**src/rtl/alu_multicycle_if.sv**
```systemverilog
// Handshake/data bus for alu_multicycle.
// master: issues ops (start, func, x, y, shamt) and receives result/flags/busy/done.
// slave : the ALU itself.
interface alu_multicycle_if #(
  parameter int unsigned WIDTH = 32,
  parameter int unsigned SHW   = $clog2(WIDTH)
) ();

  logic             start;
  logic [3:0]       func;
  logic [WIDTH-1:0] x;
  logic [WIDTH-1:0] y;
  logic [SHW-1:0]   shamt;
  logic [WIDTH-1:0] out;
  logic             carryflag;
  logic             zflag;
  logic             overflowflag;
  logic             signflag;
  logic             busy;
  logic             done;

  modport master (
    output start, func, x, y, shamt,
    input  out, carryflag, zflag, overflowflag, signflag, busy, done
  );

  modport slave (
    input  start, func, x, y, shamt,
    output out, carryflag, zflag, overflowflag, signflag, busy, done
  );

endinterface

```
**src/rtl/alu_multicycle.sv**
```systemverilog
// Registered ALU with start/busy/done handshake.
// Single-cycle ops (ADD/SUB/AND/OR/XOR/SLL/SRL/SRA, reserved) finish one edge
// after launch; MUL/DIVU/REMU run on a 1-bit-per-cycle iterative engine taking
// WIDTH cycles, with busy high for the whole run.
// Ports:
//   clk  - rising-edge clock
//   rst  - synchronous active-high reset
//   bus  - alu_multicycle_if.slave: start/func/x/y/shamt in;
//          out/carryflag/zflag/overflowflag/signflag/busy/done out (all registered)
module alu_multicycle #(
  parameter int unsigned WIDTH = 32,
  parameter int unsigned SHW   = $clog2(WIDTH)
) (
  input  logic              clk,
  input  logic              rst,
  alu_multicycle_if.slave   bus
);

  localparam int unsigned CW = $clog2(WIDTH);

  localparam logic [3:0] F_ADD  = 4'd0;
  localparam logic [3:0] F_SUB  = 4'd1;
  localparam logic [3:0] F_AND  = 4'd2;
  localparam logic [3:0] F_OR   = 4'd3;
  localparam logic [3:0] F_XOR  = 4'd4;
  localparam logic [3:0] F_SLL  = 4'd5;
  localparam logic [3:0] F_SRL  = 4'd6;
  localparam logic [3:0] F_SRA  = 4'd7;
  localparam logic [3:0] F_MUL  = 4'd8;
  localparam logic [3:0] F_DIVU = 4'd9;
  localparam logic [3:0] F_REMU = 4'd10;

  typedef enum logic [1:0] {
    IDLE = 2'd0,
    ITER = 2'd1,
    FIN  = 2'd2
  } state_t;

  state_t           state;
  logic [CW-1:0]    cnt;
  logic [3:0]       f_reg;   // latched func of the running iterative op
  logic [WIDTH-1:0] a_reg;   // MUL: high accumulator, DIV: partial remainder
  logic [WIDTH-1:0] b_reg;   // MUL: multiplier/low product, DIV: dividend/quotient
  logic [WIDTH-1:0] d_reg;   // MUL: multiplicand, DIV: divisor

  // Single-cycle datapath, one extra bit carries carry/borrow/shift-out
  logic [WIDTH:0]   add_w;
  logic [WIDTH:0]   sub_w;
  logic [WIDTH:0]   sll_w;
  logic [WIDTH:0]   srl_w;
  logic [WIDTH:0]   sra_w;
  logic             add_v;
  logic             sub_v;

  assign add_w = {1'b0, bus.x} + {1'b0, bus.y};
  assign sub_w = {1'b0, bus.x} - {1'b0, bus.y};
  // Shift-out bit lands in the guard bit; shamt=0 leaves it 0
  assign sll_w = {1'b0, bus.x} << bus.shamt;
  assign srl_w = {bus.x, 1'b0} >> bus.shamt;
  assign sra_w = $unsigned($signed({bus.x, 1'b0}) >>> bus.shamt);
  assign add_v = (bus.x[WIDTH-1] == bus.y[WIDTH-1]) & (add_w[WIDTH-1] ^ bus.x[WIDTH-1]);
  assign sub_v = (bus.x[WIDTH-1] ^ bus.y[WIDTH-1]) & (sub_w[WIDTH-1] ^ bus.x[WIDTH-1]);

  logic [WIDTH-1:0] sc_out;
  logic             sc_c;
  logic             sc_v;

  // Single-cycle result select; reserved codes fall through to zero
  always_comb begin
    sc_out = '0;
    sc_c   = 1'b0;
    sc_v   = 1'b0;
    case (bus.func)
      F_ADD: begin sc_out = add_w[WIDTH-1:0]; sc_c = add_w[WIDTH]; sc_v = add_v; end
      F_SUB: begin sc_out = sub_w[WIDTH-1:0]; sc_c = sub_w[WIDTH]; sc_v = sub_v; end
      F_AND: sc_out = bus.x & bus.y;
      F_OR:  sc_out = bus.x | bus.y;
      F_XOR: sc_out = bus.x ^ bus.y;
      F_SLL: begin sc_out = sll_w[WIDTH-1:0]; sc_c = sll_w[WIDTH]; end
      F_SRL: begin sc_out = srl_w[WIDTH:1];   sc_c = srl_w[0];     end
      F_SRA: begin sc_out = sra_w[WIDTH:1];   sc_c = sra_w[0];     end
      default: ;
    endcase
  end

  // One shift-add multiply step: {a,b} >>= 1 after adding d when b[0]
  logic [WIDTH:0]   mul_sum;
  logic [WIDTH-1:0] mul_a;
  logic [WIDTH-1:0] mul_b;

  assign mul_sum = {1'b0, a_reg} + (b_reg[0] ? {1'b0, d_reg} : '0);
  assign mul_a   = mul_sum[WIDTH:1];
  assign mul_b   = {mul_sum[0], b_reg[WIDTH-1:1]};

  // One restoring-division step: shift in next dividend bit, subtract if it fits
  logic [WIDTH:0]   div_r2;
  logic [WIDTH:0]   div_diff;
  logic             div_ge;
  logic [WIDTH-1:0] div_a;
  logic [WIDTH-1:0] div_b;

  assign div_r2   = {a_reg, b_reg[WIDTH-1]};
  assign div_diff = div_r2 - {1'b0, d_reg};
  assign div_ge   = (div_r2 >= {1'b0, d_reg});
  assign div_a    = div_ge ? div_diff[WIDTH-1:0] : div_r2[WIDTH-1:0];
  assign div_b    = {b_reg[WIDTH-2:0], div_ge};

  logic [WIDTH-1:0] step_a;
  logic [WIDTH-1:0] step_b;

  assign step_a = (f_reg == F_MUL) ? mul_a : div_a;
  assign step_b = (f_reg == F_MUL) ? mul_b : div_b;

  // Final write uses the last step directly, so FIN is also the WIDTH-th iteration
  logic [WIDTH-1:0] fin_out;
  logic             fin_v;

  always_comb begin
    fin_out = step_b;
    fin_v   = 1'b0;
    case (f_reg)
      F_MUL:  begin fin_out = step_b; fin_v = (step_a != '0); end
      F_DIVU: begin fin_out = step_b; fin_v = (d_reg == '0);  end
      F_REMU: begin fin_out = step_a; fin_v = (d_reg == '0);  end
      default: ;
    endcase
  end

  // Control FSM and all registered outputs
  always_ff @(posedge clk) begin
    if (rst) begin
      state            <= IDLE;
      cnt              <= '0;
      f_reg            <= '0;
      a_reg            <= '0;
      b_reg            <= '0;
      d_reg            <= '0;
      bus.out          <= '0;
      bus.carryflag    <= 1'b0;
      bus.zflag        <= 1'b0;
      bus.overflowflag <= 1'b0;
      bus.signflag     <= 1'b0;
      bus.busy         <= 1'b0;
      bus.done         <= 1'b0;
    end else begin
      bus.done <= 1'b0;
      case (state)
        IDLE: begin
          if (bus.start) begin
            if (bus.func == F_MUL || bus.func == F_DIVU || bus.func == F_REMU) begin
              f_reg    <= bus.func;
              a_reg    <= '0;
              b_reg    <= (bus.func == F_MUL) ? bus.y : bus.x;
              d_reg    <= (bus.func == F_MUL) ? bus.x : bus.y;
              cnt      <= '0;
              bus.busy <= 1'b1;
              state    <= ITER;
            end else begin
              bus.out          <= sc_out;
              bus.carryflag    <= sc_c;
              bus.overflowflag <= sc_v;
              bus.zflag        <= (sc_out == '0);
              bus.signflag     <= sc_out[WIDTH-1];
              bus.done         <= 1'b1;
            end
          end
        end
        ITER: begin
          a_reg <= step_a;
          b_reg <= step_b;
          cnt   <= cnt + CW'(1);
          if (cnt == CW'(WIDTH - 2)) begin
            state <= FIN;
          end
        end
        FIN: begin
          bus.out          <= fin_out;
          bus.carryflag    <= 1'b0;
          bus.overflowflag <= fin_v;
          bus.zflag        <= (fin_out == '0);
          bus.signflag     <= fin_out[WIDTH-1];
          bus.done         <= 1'b1;
          bus.busy         <= 1'b0;
          state            <= IDLE;
        end
        default: state <= IDLE;
      endcase
    end
  end

endmodule

```
**src/flat_wrapper.sv**
```systemverilog
// flat-port wrapper written by rule: the top's interface ports become plain ports
module alu_multicycle_flat 
#(
  parameter int unsigned WIDTH = 32,
  parameter int unsigned SHW   = $clog2(WIDTH)
)
  (clk, rst, bus_start, bus_func, bus_x, bus_y, bus_shamt, bus_out, bus_carryflag, bus_zflag, bus_overflowflag, bus_signflag, bus_busy, bus_done);
  alu_multicycle_if #(.WIDTH(WIDTH), .SHW(SHW)) bus_i ();
  input  logic clk;
  input  logic rst;
  input wire logic [$bits(bus_i.start)-1:0] bus_start;
  input wire logic [$bits(bus_i.func)-1:0] bus_func;
  input wire logic [$bits(bus_i.x)-1:0] bus_x;
  input wire logic [$bits(bus_i.y)-1:0] bus_y;
  input wire logic [$bits(bus_i.shamt)-1:0] bus_shamt;
  output wire logic [$bits(bus_i.out)-1:0] bus_out;
  output wire logic [$bits(bus_i.carryflag)-1:0] bus_carryflag;
  output wire logic [$bits(bus_i.zflag)-1:0] bus_zflag;
  output wire logic [$bits(bus_i.overflowflag)-1:0] bus_overflowflag;
  output wire logic [$bits(bus_i.signflag)-1:0] bus_signflag;
  output wire logic [$bits(bus_i.busy)-1:0] bus_busy;
  output wire logic [$bits(bus_i.done)-1:0] bus_done;
  assign bus_i.start = bus_start;
  assign bus_i.func = bus_func;
  assign bus_i.x = bus_x;
  assign bus_i.y = bus_y;
  assign bus_i.shamt = bus_shamt;
  assign bus_out = bus_i.out;
  assign bus_carryflag = bus_i.carryflag;
  assign bus_zflag = bus_i.zflag;
  assign bus_overflowflag = bus_i.overflowflag;
  assign bus_signflag = bus_i.signflag;
  assign bus_busy = bus_i.busy;
  assign bus_done = bus_i.done;
  alu_multicycle #(.WIDTH(WIDTH), .SHW(SHW)) u_core (.clk(clk), .rst(rst), .bus(bus_i));
endmodule
```
**config.mk**
```make
export PLATFORM = sky130hd
export DESIGN_NAME = alu_multicycle_flat
export DESIGN_NICKNAME = d
export VERILOG_FILES = /design/src/rtl/alu_multicycle_if.sv /design/src/rtl/alu_multicycle.sv /design/src/flat_wrapper.sv
export SDC_FILE = /design/constraint.sdc
export NUM_CORES = 1
export LEC_CHECK = 0
export ABC_AREA = 1
export CELL_PAD_IN_SITES_DETAIL_PLACEMENT = 1
export CELL_PAD_IN_SITES_GLOBAL_PLACEMENT = 1
export CORE_MARGIN = 2
export CORE_UTILIZATION = 38
export CTS_BUF_LIST = sky130_fd_sc_hd__clkbuf_8
export DETAILED_ROUTE_END_ITERATION = 16
export PLACE_DENSITY_LB_ADDON = 0.1
export REMOVE_ABC_BUFFERS = 1
export SLEW_MARGIN = 20
export SYNTH_ARGS = -nofsm -noshare
export SYNTH_HDL_FRONTEND = slang
export SYNTH_SLANG_ARGS = --single-unit
```
**constraint.sdc**
```tcl
create_clock -name clk -period 5.3 [get_ports clk]
set_input_delay 1.06 -clock clk [delete_from_list [all_inputs] [get_ports clk]]
set_output_delay 1.06 -clock clk [all_outputs]
set_load 0.02 [all_outputs]
```
Yosys cells after proc, flatten, opt, wreduce, memory -nomap -nowiden. Index checks and enable logic that the tools add are counted.

Register bits: 145. Input port bits: 76. Output and inout port bits: 38. Word-level logic and storage cells: 112.

Add/sub/neg operators: 5. $lt $le $gt $ge: 1. Eq/ne operators: 21. Shift operators: 3. Mux-type cells: 45. Bitwise logic cells: 8. Reduce and logical (&&, ||, !) cells: 16.

Operators by type and width (number): $mux 32 (13); $pmux 32 s8 (1); $pmux 32 s2 (3); $logic_not 32->1 (3); $add 32x32->33 (2); $ge 33x32->1 (1); $shl 32x5->33 (1); $shr 33x5->33 (1); $sshr 33x5->33 (1); $sub 32x32->33 (1); $and 32x32->32 (1); $or 32x32->32 (1); $reduce_bool 32->1 (1); $sub 32x32->32 (1); $xor 32x32->32 (1); $eq 4x4->1 const B (6); $eq 4x3->1 const B (4); $pmux 1 s2 (8); $reduce_and 3->1 (5); $mux 1 (12); $mux 5 (2); $pmux 5 s2 (1); $eq 4x2->1 const B (2); $mux 2 (3); 17 further kinds (24).

Logic depth before layout (Yosys ltp). Gate-level depths: netlist of run 1.

Depth in word-level cells: 7. Mapped depth: 29. Depth with buffers taken out: 27.

Least setup slack after synthesis of run 1. OpenSTA, ideal clock, no wires.

Kind: input port to flip-flop. From: input bus_x[0]. To: register u_core.bus.zflag. Setup time: 0.056 ns. Arrival: 3.134 ns. Slack: 2.110 ns. Stages on the path: 24. Buffers on the path: 0. Cells stage by stage: inv_1 ha_1 fa_1 inv_1 nand3_1 nand2_1 nand3_1 nand2_1 nand2_1 nand2_1 nand2_1 inv_1 nor2_2 nor2_1 nor2_1 nor2_1 nand2_1 nor2_1 nand2_1 nor2_1 nand3_1 nand3_1 nand2_1 inv_1.

Longest elaborated chain between the ends: 6. Elaborated cells on any way between the ends: 13. Those cells by class: 2 x add/sub; 3 x shift; 4 x mux; 3 x bitwise; 1 x reduce/logical.

Ends and longest elaborated chain: start: declaration (RTL line flat_wrapper.sv:13) `input wire logic [$bits(bus_i.x)-1:0] bus_x;`; $sub 32x32->33 (tied with other cells) (RTL line alu_multicycle.sv:56) `assign sub_w = {1'b0, bus.x} - {1'b0, bus.y};`; $pmux 32 s8 (*) (RTL line alu_multicycle.sv:73) `case (bus.func)`; $logic_not 32->1 (*) (RTL line alu_multicycle.sv:162) `bus.zflag <= (sc_out == '0);`; $mux 1 (*) (RTL line alu_multicycle.sv:150) `if (bus.func == F_MUL || bus.func == F_DIVU || bus.func == F_REMU) begin`; $mux 1 (*) (RTL line alu_multicycle.sv:149) `if (bus.start) begin`; $pmux 1 s2 (*) (RTL line alu_multicycle.sv:147) `case (state)`; end signal: assignment (RTL line alu_multicycle.sv:162); end signal: assignment (RTL line alu_multicycle.sv:180) `bus.zflag <= (fin_out == '0);`; end: declaration (RTL line alu_multicycle_if.sv:29) `output out, carryflag, zflag, overflowflag, signflag, busy, done`.

Mark *: on every way between the ends. The rest lies on a longest branch, timed or not. The select of a mux whose other input is x is not followed. A chain may end at the register's enable or synchronous reset.

Worst setup path after layout of run 1.
From: input bus_x[3]. To: register u_core.bus.zflag.

Same word-level chain as after synthesis.

==> impl_metrics.py, run 1 <==
metrics = {
    "drt": {
        "wl_um": 125000,
        "drc": 0,
        "first_pass_iters": 5,
        "viasPerCell": 5.80,
        "wl_per_cell_um": 24.4,
        "drt.antenna.violating_nets": 0,
        "drtIter0Drc": 2172,
        "vias": 29748,
    },
    "finish": {
        "area_delta_synth_final_pct": 10.3,
        "drive_gt1_share_pct": 4.39,
        "final_nets": 4578,
        "layout_common_cells": "nand2_1, inv_1, nand3_1",
        "layout_commonest_cell": "nand2_1",
    },
    "clock_network": {
        "cts_hold_buf": 0,
        "cts_buffers": 17,
        "cts_resized": 0,
        "cts-root-buf": "clkbuf_8",
        "cts.sinks": 144,
        "clk_path_buf_depth": 2,
        "clkTransAtPathRegs_ns": 0.10,
        "clk_latency_ns": 0.49,
        "h-tree-depth": 4,
        "post_cts_buffers": 0,
        "cts_tree": "done",
    },
    "logic_synthesis": {
        "synth_warnings": 0,
        "syn_area_mm2": 0.0229,
        "synth_xor_area_share_pct": 0.611,
        "ys.flop_type": "dfxtp_1",
        "synth_seq_cells": 144,
        "synth_simple_gate_area_share_pct": 45.5,
        "synth-edff-count": 0,
        "synth_mux_area_share_pct": 0.131,
        "synth_compound_area_share_pct": 18.9,
        "synth_seq_area_share_pct": 12.6,
        "synth_adder_area_share_pct": 9.19,
        "synthDistinctLibCells": 55,
        "async_reset_ff_share_pct": 0,
        "avgSynthCellArea_um2": 5.32,
        "synth_top_family_by_area": "simple AND/OR/NAND/NOR gates",
        "synth_cells": 4311,
    },
    "setup_path": {
        "max_stage_delay_ns": 0.59,
        "worstPathRequired_ns": 5.74,
        "critPathMaxFanout": 7,
        "worstPathBufferInverterCount": 3,
        "critical_path_class": "in -> reg",
        "critPathLaunchType": "primary input",
        "end_kind": "flop",
        "worstPathArrival_ns": 5.00,
        "crit_chain": "clkdlybuf4s50_1 > inv_1 > ha_1 > nand2_1 > nor2_1 > nand2_1 > nand2_1 > nand2_1 > nand2_1 > a21oi_1 > o21ai_0 > nand3_1 > a21oi_1 > nand2_1 > nor2_1 > nand2_1 > nor2_1 > nand3_1 > nand3_1 > nand2_1 > inv_1",
        "slowest_stage": "clkdlybuf4s50_1",
        "path_delay_family": "simple AND/OR/NAND/NOR gates",
        "cpMostUsedCell": "nand2_1",
    },
    "pwr": {
        "p_leak_nw": 13.3,
        "pwr-share-comb_pct": 62.5,
        "p_seq_share_pct": 21.6,
        "power.share.clock_pct": 15.9,
        "ir_worst_vdd_v": 0.000150,
        "power.switching_w": 0.00307,
        "p_per_area_mw_per_mm2": 219,
        "swShare_pct": 55.3,
        "intPower_w": 0.00247,
    },
    "grt": {
        "grt_pass1_wl_um": 185000,
        "grt_max_degree": 101,
        "first_global_vias": 29936,
        "grt_use_total_pct": 39.3,
        "antenna_found_initial": 1,
        "grt.overflow.total": 0,
    },
    "min_path": {
        "worstHoldPathType": "reg -> reg",
    },
    "sta": {
        "finalCritPeriodShare_pct": 86.1,
        "fin_ws_ns": 0.735,
        "rsz0062_at_grt": "false",
        "final-hold-violation-count": 0,
        "tns_ns": 0,
        "final.min_clock_period_ns": 4.57,
        "finalSetupViolCount": 0,
        "fmax_ghz": 0.219,
        "slew_headroom_pct": 34.8,
        "tightestPinTransition_ns": 0.974,
        "drv_slew": 0,
        "finClkSkew_ns": 0.0202,
    },
    "place": {
        "post-place-ws_ns": 0.393,
        "gp_congestion": 1.04,
        "dpl.hpwl_um": 104000,
        "port_buffers": 113,
    },
    "floorplan": {
        "dieArea_mm2": 0.0623,
        "die_w_um": 250,
        "die_height_um": 250,
        "rows": 90,
        "io-pin-count": 114,
        "core-area_mm2": 0.0600,
        "start_util_pct": 38.2,
    },
    "job": {
        "drv_cap": 0,
    },
    "outcome": {
        "status": "complete, no violations",
    },
}
[cell usage after synthesis, types with 2 or more instances]
cell type	count	share of area [%]
a21oi_2	15	0.57
nor4_1	12	0.33
buf_1	16	0.26
o21ai_2	2	0.076
a211oi_1	76	2.5
inv_1	557	9.1
nand3_1	496	11
buf_2	56	1.2
clkinv_1	5	0.082
nor3_1	29	0.63
nor3b_1	2	0.065
inv_2	9	0.15
mux2i_1	3	0.13
a21oi_1	238	5.2
or2_2	4	0.11
nor2_4	2	0.098
a32o_1	32	1.4
buf_4	4	0.13
clkbuf_2	2	0.044
o21a_1	15	0.49
o21bai_1	12	0.39
a221oi_1	2	0.076
xnor2_1	2	0.076
o211ai_1	18	0.59
xor2_1	14	0.53
nand2_2	8	0.22
ha_1	162	8.8
nand2_1	1371	22
o21ai_1	14	0.31
clkbuf_1	115	1.9
o31ai_1	2	0.065
nand3b_1	20	0.65
buf_6	6	0.29
nor2_2	6	0.16
and2_1	3	0.082
o221ai_1	5	0.19
nand4_1	89	2.4
a21o_1	4	0.13
o21ai_0	241	5.3
a31oi_1	7	0.19
fa_1	4	0.35
dfxtp_1	144	13
nand3_2	3	0.13
o22ai_1	42	1.1
nor2_1	432	7.1
[layout make-up]
type                    count  area [µm²]
repair buffers            205        1850
clock buffers              18         248
inverters                 571        2140
multi-input cells        3397       17100
fillers                  8752       34700
diodes                      1        2.50
clock inverters            14         120
well taps                 782         978
flip-flops and latches    144        2880
[final timing paths]
check,cells after the start,endpoint,from,slack (ns)
worst max-delay path,21,u_core.bus.zflag$_SDFFE_PP0P_,bus_x[3],0.73
worst min-delay path,2,u_core.f_reg[2]$_SDFFE_PP0P_,u_core.f_reg[2]$_SDFFE_PP0P_,0.45
worst max register to register,23,u_core.bus.overflowflag$_SDFFE_PP0P_,u_core.d_reg[0]$_SDFFE_PP0P_,1.28
worst min register to register,2,u_core.f_reg[2]$_SDFFE_PP0P_,u_core.f_reg[2]$_SDFFE_PP0P_,0.45
[tightest hold or removal path: stages (launching register included)]
cell and delay, ns:
dfxtp_1 0.32, nand2_1 0.06, nor2_1 0.03
[cells by family after synthesis]
logic type,after synthesis
AO/OA/AOI/OAI,731
XOR/XNOR,16
adder cells (fa/ha/maj),166
buffers and inverters,770
flip-flops,144
multiplexers,3
AND/OR/NAND/NOR,2481
[per-stage QoR]
step / utilization, % / power [W] / hold WS, ns / std cells / instance area [µm²]
global placement: 41.5 / 0.00456 / 0.432 / 5099 / 24900
detailed placement: 41.5 / 0.00459 / 0.434 / 5099 / 24900
finish: 42.1 / 0.00554 / 0.450 / 5132 / 25300
CTS: 42.1 / 0.00548 / 0.450 / 5131 / 25300
global route: 42.1 / 0.00590 / 0.488 / 5132 / 25300
floorplan: - / 0.00328 / 0.419 / 4112 / 22000
[metal layers]
layer	up-vias	track usage [%]	routed length, µm
li1	14144	-	-
met1	14335	46.2	50200
met2	993	68.6	59900
met3	276	3.54	6290
met4	0	24.9	8990
met5	-	0	0
[power by group through the flow]
stage / Sequential (W) / Clock (W) / Combinational [W]
final: 0.00120 / 0.000880 / 0.00347
after CTS: 0.00119 / 0.000897 / 0.00339
after global placement: 0.00122 / 0 / 0.00334
after detailed placement: 0.00122 / 0 / 0.00337
after floorplan: 0.00123 / 0 / 0.00206
after global routing: 0.00120 / 0.000930 / 0.00377
Note: power is estimated with default switching activity, not from simulation.
==> run 2: changes to the inputs <==
--- a/config.mk
+++ b/config.mk
@@ -13,7 +13,6 @@
 export CTS_BUF_LIST = sky130_fd_sc_hd__clkbuf_8
 export DETAILED_ROUTE_END_ITERATION = 16
 export PLACE_DENSITY_LB_ADDON = 0.1
-export REMOVE_ABC_BUFFERS = 1
 export SLEW_MARGIN = 20
 export SYNTH_ARGS = -nofsm -noshare
 export SYNTH_HDL_FRONTEND = slang
==> impl_metrics.py, run 2 (synthesis gave the netlist of run 1 again) <==
metrics = {
    "outcome": {
        "status": "complete, no violations",
    },
    "drt": {
        "drc": 0,
        "drt.antenna.violating_nets": 0,
        "routed.top_layer": "met5",
        "first_pass_iters": 5,
        "wl_um": 132000,
        "vias": 30092,
        "wl_met3_um": 7270,
        "wl_per_cell_um": 25.8,
        "wl_met2_um": 61800,
        "drtIter0Drc": 2835,
        "viasPerCell": 5.87,
        "drt-met1-wl_um": 52000,
    },
    "clock_network": {
        "cts_buffers": 17,
        "cts_hold_buf": 0,
        "cts_tree": "done",
        "clk_latency_ns": 0.51,
        "cts_resized": 0,
        "cts-root-buf": "clkbuf_8",
        "clkTransAtPathRegs_ns": 0.11,
        "cts.sinks": 144,
        "clk_path_buf_depth": 2,
        "post_cts_buffers": 0,
        "h-tree-depth": 4,
    },
    "grt": {
        "grt_pass1_wl_um": 193000,
        "antenna_found_initial": 7,
        "first_global_vias": 30006,
        "grt_max_degree": 73,
        "grt_use_total_pct": 41.5,
        "grt.overflow.total": 0,
    },
    "sta": {
        "final.min_clock_period_ns": 4.52,
        "finClkSkew_ns": 0.0274,
        "fmax_ghz": 0.221,
        "finalCritPeriodShare_pct": 85.2,
        "drv_slew": 0,
        "final-hold-violation-count": 0,
        "slew_headroom_pct": 24.6,
        "tightestPinTransition_ns": 1.12,
        "tns_ns": 0,
        "finalSetupViolCount": 0,
        "rsz0062_at_grt": "false",
    },
    "setup_path": {
        "end_kind": "flop",
        "worstPathRequired_ns": 5.76,
        "worstPathArrival_ns": 4.98,
        "regToRegSetupSlack_ns": 1.09,
        "critPathMaxFanout": 9,
        "critical_path_class": "in -> reg",
        "critPathLaunchType": "primary input",
    },
    "floorplan": {
        "dieArea_mm2": 0.0623,
        "start_util_pct": 38.2,
        "io-pin-count": 114,
        "core-area_mm2": 0.0600,
        "die_w_um": 250,
        "rows": 90,
        "die_height_um": 250,
    },
    "finish": {
        "utilization_pct": 42.1,
        "area_delta_synth_final_pct": 10.2,
        "final_area_mm2": 0.0253,
        "layout_common_cells": "nand2_1, inv_1, nand3_1",
        "layout_commonest_cell": "nand2_1",
        "final_nets": 4568,
        "drive_gt1_share_pct": 4.17,
    },
    "pwr": {
        "ir_worst_vdd_v": 0.000166,
        "p_leak_nw": 13.3,
        "p_per_area_mw_per_mm2": 229,
    },
    "job": {
        "drv_cap": 0,
    },
    "min_path": {
        "worstHoldPathType": "reg -> reg",
    },
    "place": {
        "port_buffers": 113,
        "placed_cell_area_mm2": 0.0248,
        "gp_congestion": 1.06,
        "dpl.hpwl_um": 111000,
    },
    "logic_synthesis": {
        "syn-num-nets": 4553,
    },
}
[run 2: power by group]
group / switching [W] / total (W) / internal [W]
Combinational: 0.00259 / 0.00358 / 0.000992
Clock: 0.000559 / 0.00100 / 0.000443
Sequential: 0.0000553 / 0.00119 / 0.00114
[run 2: worst max-delay path: stages]
cell	delay [ns]
clkdlybuf4s50_1	0.76
inv_1	0.27
ha_1	0.48
nor2_1	0.28
nand2_1	0.17
o21ai_0	0.31
inv_1	0.10
nand2_1	0.21
nand2_1	0.08
nand3_1	0.07
nand3_1	0.18
nor2_1	0.32
nand2_1	0.08
nor2_1	0.12
nand2_1	0.08
nor2_1	0.09
nand3_1	0.08
nand3_1	0.11
nand2_1	0.07
inv_1	0.05
[run 2: path summary, 6_finish.rpt]
path / from / to / cells past startpoint
setup / recovery: bus_x[13] / u_core.bus.zflag$_SDFFE_PP0P_ / 20
hold / removal: u_core.f_reg[2]$_SDFFE_PP0P_ / u_core.f_reg[2]$_SDFFE_PP0P_ / 2
setup reg to reg: u_core.b_reg[0]$_SDFFE_PP0P_ / u_core.bus.zflag$_SDFFE_PP0P_ / 22
hold reg to reg: u_core.f_reg[2]$_SDFFE_PP0P_ / u_core.f_reg[2]$_SDFFE_PP0P_ / 2
[run 2: per-stage QoR]
stage	cells	setup slack, ns	hold WS [ns]	power [W]
floorplan	4311	2.11	0.419	0.00341
global placement	5089	0.352	0.432	0.00465
detailed placement	5089	0.401	0.454	0.00469
CTS	5121	0.945	0.471	0.00570
global route	5127	0.518	0.495	0.00611
finish	5128	0.783	0.462	0.00578
[run 2: layout make-up]
type,instances,area [µm²]
fill,8761,34700
timing repair buffer,195,1770
tap,782,978
antenna,7,17.5
multi-input combinational,3397,17100
clock inverter,15,188
clock buffer,17,234
sequential,144,2880
inverter,571,2140
[run 2: metal layers]
metal	vias up	track usage (%)
met3	364	3.96
met1	14452	48.5
met4	2	30.9
met5	-	0
met2	1151	70.6
li1	14123	-
==> run 3: changes to the inputs <==
--- a/config.mk
+++ b/config.mk
@@ -9,7 +9,7 @@
 export CELL_PAD_IN_SITES_DETAIL_PLACEMENT = 1
 export CELL_PAD_IN_SITES_GLOBAL_PLACEMENT = 1
 export CORE_MARGIN = 2
-export CORE_UTILIZATION = 38
+export CORE_UTILIZATION = 25
 export CTS_BUF_LIST = sky130_fd_sc_hd__clkbuf_8
 export DETAILED_ROUTE_END_ITERATION = 16
 export PLACE_DENSITY_LB_ADDON = 0.1
==> impl_metrics.py, run 3 (synthesis gave the netlist of run 1 again) <==
metrics = {
    "sta": {
        "fmax_ghz": 0.212,
        "finalSetupViolCount": 0,
        "slew_headroom_pct": 25.2,
        "final-hold-violation-count": 0,
        "finalCritPeriodShare_pct": 88.9,
        "tns_ns": 0,
        "final.min_clock_period_ns": 4.71,
        "fin_hold_ws_ns": 0.446,
        "finClkSkew_ns": 0.0287,
        "tightestPinTransition_ns": 1.12,
        "drv_slew": 0,
        "rsz0062_at_grt": "false",
    },
    "setup_path": {
        "critical_path_class": "in -> reg",
        "worstPathBufferInverterCount": 4,
        "path_delay_family": "simple AND/OR/NAND/NOR gates",
        "critPathMaxFanout": 7,
        "r2r_end": "u_core.bus.zflag$_SDFFE_PP0P_",
        "slowest_stage": "clkdlybuf4s50_1",
        "end_kind": "flop",
        "critPathLaunchType": "primary input",
        "worstPathArrival_ns": 5.17,
        "reg2reg_depth": 22,
        "regToRegSetupSlack_ns": 1.07,
        "worstPathRequired_ns": 5.76,
        "max_stage_delay_ns": 0.62,
        "rr_startpoint": "u_core.d_reg[0]$_SDFFE_PP0P_",
        "cpMostUsedCell": "nand2_1",
        "crit_chain": "clkdlybuf4s50_1 > inv_1 > ha_1 > nand2_1 > nor2_1 > nand2_1 > nand2_1 > nand2_1 > nand2_1 > a21oi_1 > o21ai_0 > nand3_1 > a21oi_1 > nand2_1 > nor2_1 > nand2_1 > nor2_1 > buf_4 > nand3_1 > nand3_1 > nand2_1 > inv_1",
    },
    "clock_network": {
        "cts_hold_buf": 0,
        "clk_latency_ns": 0.52,
        "cts_buffers": 17,
        "post_cts_buffers": 0,
        "h-tree-depth": 4,
        "clkTransAtPathRegs_ns": 0.11,
        "cts.sinks": 144,
        "clk_path_buf_depth": 2,
        "cts_resized": 0,
        "cts_tree": "done",
        "cts-root-buf": "clkbuf_8",
    },
    "floorplan": {
        "die_w_um": 307,
        "start_util_pct": 25.1,
        "dieArea_mm2": 0.0941,
        "io-pin-count": 114,
        "rows": 111,
        "core-area_mm2": 0.0912,
        "die_height_um": 307,
    },
    "outcome": {
        "status": "complete, no violations",
    },
    "drt": {
        "drt.antenna.violating_nets": 0,
        "drtIter0Drc": 2041,
        "viasPerCell": 5.30,
        "first_pass_iters": 8,
        "drc": 0,
        "wl_per_cell_um": 26.0,
        "vias": 29517,
        "wl_um": 145000,
    },
    "place": {
        "port_buffers": 113,
        "placed_cells": 5533,
        "gp_congestion": 0.998,
        "dpl.hpwl_um": 123000,
    },
    "grt": {
        "grt.overflow.total": 0,
        "grt_max_degree": 108,
        "antenna_found_initial": 8,
        "first_global_vias": 30188,
        "grt_use_total_pct": 30.2,
        "grt_pass1_wl_um": 207000,
    },
    "finish": {
        "layout_commonest_cell": "nand2_1",
        "fin_cells": 5571,
        "layout_common_cells": "nand2_1, inv_1, nand3_1",
        "drive_gt1_share_pct": 5.05,
        "area_delta_synth_final_pct": 14.1,
        "final_nets": 4608,
    },
    "min_path": {
        "min_from": "u_core.f_reg[2]$_SDFFE_PP0P_",
        "hold_depth": 2,
        "hold_end": "u_core.f_reg[2]$_SDFFE_PP0P_",
        "worstHoldPathType": "reg -> reg",
    },
    "pwr": {
        "p_per_area_mw_per_mm2": 223,
        "p_leak_nw": 13.5,
        "ir_worst_vdd_v": 0.000137,
        "total_power_w": 0.00584,
    },
    "logic_synthesis": {
        "syn-num-nets": 4553,
    },
    "job": {
        "drv_cap": 0,
    },
}
run 3: cell count changes in the layout (fill, tap and decap cells not counted):
cell	delta
buf_12	+7
buf_4	+33
bufinv_16	-2
clkinv_1	-1
clkinv_2	-1
clkinv_8	+3
diode_2	-1
inv_1	+1
inv_12	+1
inv_6	-3
inv_8	+2
run 3: report_power, final:
group / internal (W) / switching, W / leakage (nW)
sequential: 0.00114 / 0.0000549 / 1.17
clock: 0.000368 / 0.000607 / 0.211
combinational: 0.00103 / 0.00264 / 12.1
total: 0.00254 / 0.00330 / 13.5
run 3: per-stage QoR:
step	cell area, µm²	setup slack, ns	utilization (%)
final	26200	0.587	28.7
after global routing	26200	0.447	28.7
after CTS	26100	0.687	28.7
after detailed placement	25700	0.159	28.2
after global placement	25700	0.145	28.2
after floorplan	22900	2.11	-
run 3: worst max-delay path by stage:
stage               startpoint                            end  depth (start not counted)
floorplan             bus_x[0]  u_core.bus.zflag$_SDFFE_PP0P_                         24
global placement      bus_x[3]  u_core.bus.zflag$_SDFFE_PP0P_                         22
detailed placement    bus_x[3]  u_core.bus.zflag$_SDFFE_PP0P_                         22
CTS                   bus_x[3]  u_core.bus.zflag$_SDFFE_PP0P_                         22
global route          bus_x[3]  u_core.bus.zflag$_SDFFE_PP0P_                         25
finish                bus_x[3]  u_core.bus.zflag$_SDFFE_PP0P_                         22
run 3: per-layer routing:
layer / routed length (µm) / GRT usage, %
met5: 0 / 0
met4: 9940 / 18.0
met2: 69300 / 52.9
met1: 60700 / 36.4
met3: 5040 / 1.78
run 3: tightest hold or removal path: stages (launching register included):
cell and delay (ns):
dfxtp_1 0.33, nand2_1 0.06, nor2_1 0.03
run 3: cell type report:
class                           count  area, µm²
Tap cell                         1186       1480
Sequential cell                   144       2880
Inverter                          571       2140
Multi-Input combinational cell   3397      17100
Clock inverter                     15        184
Timing Repair Buffer              235       2160
Clock buffer                       17        234
Antenna cell                        6       15.0
Fill cell                       12272      65100
